`config.mk`:
```
export PLATFORM = sky130hd
export DESIGN_NAME = bcd_range_counter_flat
export DESIGN_NICKNAME = d
export VERILOG_FILES = /design/src/rtl/bcd_range_counter_if.sv /design/src/rtl/bcd_range_counter.sv /design/src/flat_wrapper.sv
export SDC_FILE = /design/constraint.sdc
export NUM_CORES = 1
export LEC_CHECK = 0
export ABC_AREA = 1
export CAP_MARGIN = 0
export CORE_UTILIZATION = 45
export CTS_CLUSTER_DIAMETER = 150
export DETAILED_ROUTE_END_ITERATION = 12
export GPL_TIMING_DRIVEN = 0
export PLACE_DENSITY = 0.69
export REMOVE_ABC_BUFFERS = 1
export SLEW_MARGIN = 15
export SYNTH_ARGS = -nofsm -noshare
export SYNTH_HDL_FRONTEND = slang
export SYNTH_SLANG_ARGS = --single-unit
```
`constraint.sdc`:
```
create_clock -name CLK -period 7.15 [get_ports CLK]
set_clock_uncertainty 0.1 [all_clocks]
set_input_delay 2.145 -clock CLK [delete_from_list [all_inputs] [get_ports CLK]]
set_output_delay 2.145 -clock CLK [all_outputs]
set_load 0.05 [all_outputs]
```
`src/rtl/bcd_range_counter_if.sv`:
```
// Control and data bundle for one bcd_range_counter digit pair.
// The master drives the count controls; the slave (the counter) returns Q and flags.
interface bcd_range_counter_if;
  logic       EN;
  logic       CLR;
  logic       UP;
  logic       LD;
  logic [3:0] DH;
  logic [3:0] DL;
  logic [3:0] QH;
  logic [3:0] QL;
  logic       CA;
  logic       BW;
  logic       LDERR;

  modport master (
    output EN, CLR, UP, LD, DH, DL,
    input  QH, QL, CA, BW, LDERR
  );

  modport slave (
    input  EN, CLR, UP, LD, DH, DL,
    output QH, QL, CA, BW, LDERR
  );
endinterface

```
`src/rtl/bcd_range_counter.sv`:
```
// Two-digit BCD up/down counter over MIN..MAX with load, clear and
// same-cycle carry/borrow so stages can be chained CA/BW -> EN.
module bcd_range_counter #(
  parameter int MIN = 0,
  parameter int MAX = 59
) (
  input  logic               CLK,
  input  logic               RST,
  bcd_range_counter_if.slave bus
);

  localparam logic [3:0] MIN_TENS  = 4'(MIN / 10);
  localparam logic [3:0] MIN_UNITS = 4'(MIN % 10);
  localparam logic [3:0] MAX_TENS  = 4'(MAX / 10);
  localparam logic [3:0] MAX_UNITS = 4'(MAX % 10);
  localparam logic [7:0] MIN_BIN   = 8'(MIN);
  localparam logic [7:0] MAX_BIN   = 8'(MAX);

  typedef enum logic [2:0] {
    OP_HOLD,
    OP_CLR,
    OP_LOAD,
    OP_REJECT,
    OP_INC,
    OP_DEC
  } op_e;

  function automatic logic is_bcd_digit(input logic [3:0] d);
    return (d <= 4'd9);
  endfunction

  // Eight bits so that non-BCD load digits (up to 15) cannot overflow.
  function automatic logic [7:0] bcd_to_bin(input logic [3:0] tens, input logic [3:0] units);
    return ({4'd0, tens} * 8'd10) + {4'd0, units};
  endfunction

  logic [3:0] qh_r;
  logic [3:0] ql_r;
  logic       lderr_r;
  logic [3:0] qh_nxt_s;
  logic [3:0] ql_nxt_s;
  logic       lderr_nxt_s;
  logic [7:0] value_s;
  logic [7:0] load_value_s;
  logic       at_max_s;
  logic       at_min_s;
  logic       load_ok_s;
  logic       ca_s;
  logic       bw_s;
  op_e        op_s;

  assign value_s      = bcd_to_bin(qh_r, ql_r);
  assign load_value_s = bcd_to_bin(bus.DH, bus.DL);
  assign at_max_s     = (value_s == MAX_BIN);
  assign at_min_s     = (value_s == MIN_BIN);
  assign load_ok_s    = is_bcd_digit(bus.DH) && is_bcd_digit(bus.DL) &&
                        (load_value_s >= MIN_BIN) && (load_value_s <= MAX_BIN);

  // Resolve the CLR > LD > EN priority into a single operation for this edge.
  always_comb begin
    op_s = OP_HOLD;
    if (bus.CLR) begin
      op_s = OP_CLR;
    end else if (bus.LD) begin
      if (load_ok_s) begin
        op_s = OP_LOAD;
      end else begin
        op_s = OP_REJECT;
      end
    end else if (bus.EN) begin
      if (bus.UP) begin
        op_s = OP_INC;
      end else begin
        op_s = OP_DEC;
      end
    end else begin
      op_s = OP_HOLD;
    end
  end

  // Next count digits and load-error flag for the selected operation.
  always_comb begin
    qh_nxt_s    = qh_r;
    ql_nxt_s    = ql_r;
    lderr_nxt_s = 1'b0;
    case (op_s)
      OP_CLR: begin
        qh_nxt_s = MIN_TENS;
        ql_nxt_s = MIN_UNITS;
      end
      OP_LOAD: begin
        qh_nxt_s = bus.DH;
        ql_nxt_s = bus.DL;
      end
      OP_REJECT: begin
        lderr_nxt_s = 1'b1;
      end
      OP_INC: begin
        if (at_max_s) begin
          qh_nxt_s = MIN_TENS;
          ql_nxt_s = MIN_UNITS;
        end else if (ql_r == 4'd9) begin
          qh_nxt_s = qh_r + 4'd1;
          ql_nxt_s = 4'd0;
        end else begin
          ql_nxt_s = ql_r + 4'd1;
        end
      end
      OP_DEC: begin
        if (at_min_s) begin
          qh_nxt_s = MAX_TENS;
          ql_nxt_s = MAX_UNITS;
        end else if (ql_r == 4'd0) begin
          qh_nxt_s = qh_r - 4'd1;
          ql_nxt_s = 4'd9;
        end else begin
          ql_nxt_s = ql_r - 4'd1;
        end
      end
      OP_HOLD: begin
        qh_nxt_s = qh_r;
        ql_nxt_s = ql_r;
      end
      default: begin
        qh_nxt_s = MIN_TENS;
        ql_nxt_s = MIN_UNITS;
      end
    endcase
  end

  // Count and load-error registers; RST wins over every other input.
  always_ff @(posedge CLK) begin
    if (RST) begin
      qh_r    <= MIN_TENS;
      ql_r    <= MIN_UNITS;
      lderr_r <= 1'b0;
    end else begin
      qh_r    <= qh_nxt_s;
      ql_r    <= ql_nxt_s;
      lderr_r <= lderr_nxt_s;
    end
  end

  // Flags are combinational so the next stage steps on the same edge as the wrap.
  assign ca_s = bus.EN &  bus.UP & ~bus.CLR & ~bus.LD & at_max_s;
  assign bw_s = bus.EN & ~bus.UP & ~bus.CLR & ~bus.LD & at_min_s;

  assign bus.QH    = qh_r;
  assign bus.QL    = ql_r;
  assign bus.LDERR = lderr_r;
  assign bus.CA    = ca_s;
  assign bus.BW    = bw_s;

endmodule

```
`src/flat_wrapper.sv`:
```
// flat-port wrapper written by rule: the top's interface ports become plain ports
module bcd_range_counter_flat 
#(
  parameter int MIN = 0,
  parameter int MAX = 59
)
  (CLK, RST, bus_EN, bus_CLR, bus_UP, bus_LD, bus_DH, bus_DL, bus_QH, bus_QL, bus_CA, bus_BW, bus_LDERR);
  bcd_range_counter_if bus_i ();
  input  logic CLK;
  input  logic RST;
  input wire logic [$bits(bus_i.EN)-1:0] bus_EN;
  input wire logic [$bits(bus_i.CLR)-1:0] bus_CLR;
  input wire logic [$bits(bus_i.UP)-1:0] bus_UP;
  input wire logic [$bits(bus_i.LD)-1:0] bus_LD;
  input wire logic [$bits(bus_i.DH)-1:0] bus_DH;
  input wire logic [$bits(bus_i.DL)-1:0] bus_DL;
  output wire logic [$bits(bus_i.QH)-1:0] bus_QH;
  output wire logic [$bits(bus_i.QL)-1:0] bus_QL;
  output wire logic [$bits(bus_i.CA)-1:0] bus_CA;
  output wire logic [$bits(bus_i.BW)-1:0] bus_BW;
  output wire logic [$bits(bus_i.LDERR)-1:0] bus_LDERR;
  assign bus_i.EN = bus_EN;
  assign bus_i.CLR = bus_CLR;
  assign bus_i.UP = bus_UP;
  assign bus_i.LD = bus_LD;
  assign bus_i.DH = bus_DH;
  assign bus_i.DL = bus_DL;
  assign bus_QH = bus_i.QH;
  assign bus_QL = bus_i.QL;
  assign bus_CA = bus_i.CA;
  assign bus_BW = bus_i.BW;
  assign bus_LDERR = bus_i.LDERR;
  bcd_range_counter #(.MIN(MIN), .MAX(MAX)) u_core (.CLK(CLK), .RST(RST), .bus(bus_i));
endmodule
```
==> results.cfg <==
[run_status]
status = finished, final reports clean

[floorplan]
fp.dieH_um = 60.7
fp-row-count = 20
die_x_um = 60.7
fp.dieArea_sq_um = 3680
pin_count = 25
core_area_sq_um = 3150
start_util_pct = 49.2

[pwr]
cellLeakagePower_nw = 0.942
ir_worst_vdd_uv = 76.9
power.total_uw = 233
powerDensity_nw_per_um2 = 124
clockPowerShare_pct = 17.5
power.switching_uw = 106
seqPwrFrac_pct = 26.6
power_frac_comb_pct = 55.9
switching_share_pct = 45.6
p_int_uw = 127

[layout]
area_growth_pct = 20.7
drive_gt1_share_pct = 10.0
num-fill-cells = 324
antenna-diode-count = 0
final_core_util_pct = 59.4
seqCellArea_sq_um = 180
final_cells = 324
fin_nets = 318
multi_input_area_sq_um = 1220

[sta]
max_freq_ghz = 0.153
slew_viol_final = 0
setup_violations = 0
period_share_pct = 91.4
worst_pin_slew_ns = 0.499
hold_viol = 0
rsz0062_at_grt = no
min_period_ns = 6.54
whs_ns = 0.439
slew_headroom_pct = 66.6
tns_ns = 0

[clock_network]
clock_latency_ns = 0.27
cts_buffers = 3
cts_tree = yes
clk_pin_slew_ns = 0.06
cts_resized = 0
cts_setup_buffers = 0
ctsHtreeMaxLevel = 1
cts_hold_buf = 0
cts_root_buf = clkbuf_4
clock-sinks = 9
clock_path_buffers = 2

[route]
viasPerCell = 4.79
drc = 0
post_drt_wl_per_cell_um = 10.4
first_iter_violations = 41
via_count = 1553
wirelength_mm = 3.36
dr.pass1.iters = 4
final_antenna_net_count = 0

[global_route]
grt_pass1_wl_mm = 5.79
globalRouteOverflowTotal = 0
antenna_found_initial = 0
grt_max_degree = 10
grt_usage_pct = 20.7
grt_pass1_vias = 1383

[placement]
numPlacedInstances = 320
numPortBuffers = 24
hpwlAfterDp_mm = 2.86
gp_congestion = 0.806

[synth]
synth_cell_types = 27
yosys-top-cells-area = nand2_1, ha_1, dfxtp_1
syn_avg_cell_area_sq_um = 6.15
syn_area_sq_um = 1550
synthCells = 252
ys_seq_area_share_pct = 11.6
yosys.area.top_type = nand2_1
synth-seq-cells = 9
synth_top_area_share_pct = 16.0
yosysWarningCount = 0

[critical_path]
worstSetupEndpointType = output port
cp.arrival_ns = 4.29
critPathLaunchType = input port
cp.required_ns = 4.91
worstSetupPathType = input port to output port
cp_max_fo = 7

[flow_run]
max_cap_violations = 0

[min_path]
worstHoldPathType = flop to flop
## synth_stat cells
library cell and n:
nand2_1 66, xnor2_1 5, or2_0 1, a211oi_1 1, nand2_4 2, nor2_2 3, fa_1 4, o211ai_1 1
dfxtp_1 9, nand2_2 10, nand3b_1 2, o21bai_1 1, nand3_1 12, o21ai_0 9, inv_2 3, a31oi_1 1
nor2_1 37, a21oi_1 7, ha_1 19, nand3_2 5, nand4_1 6, nor2_4 1, or2_1 1, inv_1 37
xor2_1 4, nor3_1 4, nand3_4 1
## layer usage
layer / wire [um] / share of wire, % / GRT usage (%)
met4: 27 / 0.80 / 4.87
met2: 1510 / 45 / 33.8
met3: 65 / 1.9 / 3.20
met1: 1760 / 52 / 28.8
met5: 0 / 0 / 0
## registers in the layout, summed over array words and instances (netlist names)
signal and cells:
u_core.bus.LDERR 1, u_core.bus.QL 4, u_core.bus.QH 4
## path summary, 6_finish.rpt
| check | startpoint | endpoint | slack (ns) | depth (start not counted) |
|---|---|---|---|---|
| worst min register to register | u_core.bus.QL[1] | u_core.bus.QL[1] | 0.44 | 2 |
| worst max-delay path | bus_LD | bus_BW | 0.61 | 7 |
| worst min-delay path | u_core.bus.QL[1] | u_core.bus.QL[1] | 0.44 | 2 |
| worst max register to register | u_core.bus.QH[3] | u_core.bus.QH[2] | 4.21 | 16 |
## power groups by stage
stage | sequential (mW) | combinational, mW | clock (mW)
final | 0.0619 | 0.130 | 0.0407
after global routing | 0.0629 | 0.148 | 0.0455
after CTS | 0.0621 | 0.131 | 0.0417
after detailed placement | 0.0632 | 0.130 | 0
after global placement | 0.0633 | 0.129 | 0
after floorplan | 0.0744 | 0.0836 | 0
## final cells by class
cell class / instances / share of cell area, %
Tap cell: 44 / 2.94
Clock buffer: 4 / 1.40
Sequential cell: 9 / 9.63
Inverter: 40 / 8.02
Multi-Input combinational cell: 203 / 65.2
Timing Repair Buffer: 24 / 12.8
## cells by family after synthesis
kind of cell / synth area share, %
buffers and inverters: 9.68
and+or+nand+nor: 46.1
xor gates and xnor gates: 5.08
AOI/OAI and AO/OA: 7.02
DFF: 11.6
adders and majority gates: 20.5
## cell usage in the layout (no fill, tap or decap), types with 3 or more instances in the layout
master            n
inv_2             3
dfxtp_1           9
clkdlybuf4s50_1  24
nor2_2            3
nand3_2           5
nor2_1           37
nand3_1          12
ha_1             19
nor3_1            4
nand2_1          66
a21oi_1           7
nand2_2          10
clkbuf_4          3
xor2_1            4
o21ai_0           9
inv_1            37
fa_1              4
xnor2_1           5
nand4_1           6
## through the flow
step | setup slack [ns] | cell area, sq um
global placement | 0.625 | 1850
CTS | 0.614 | 1870
detailed placement | 0.624 | 1850
global route | 0.465 | 1870
finish | 0.613 | 1870
floorplan | 1.79 | 1550
## worst max-delay path, stage by stage
cell,delay (ns)
clkdlybuf4s50_1,0.53
nor3_1,0.21
inv_1,0.14
nor2_1,0.14
inv_1,0.13
nor2_2,0.18
clkdlybuf4s50_1,0.82
Power figures use the tool's default switching activity.
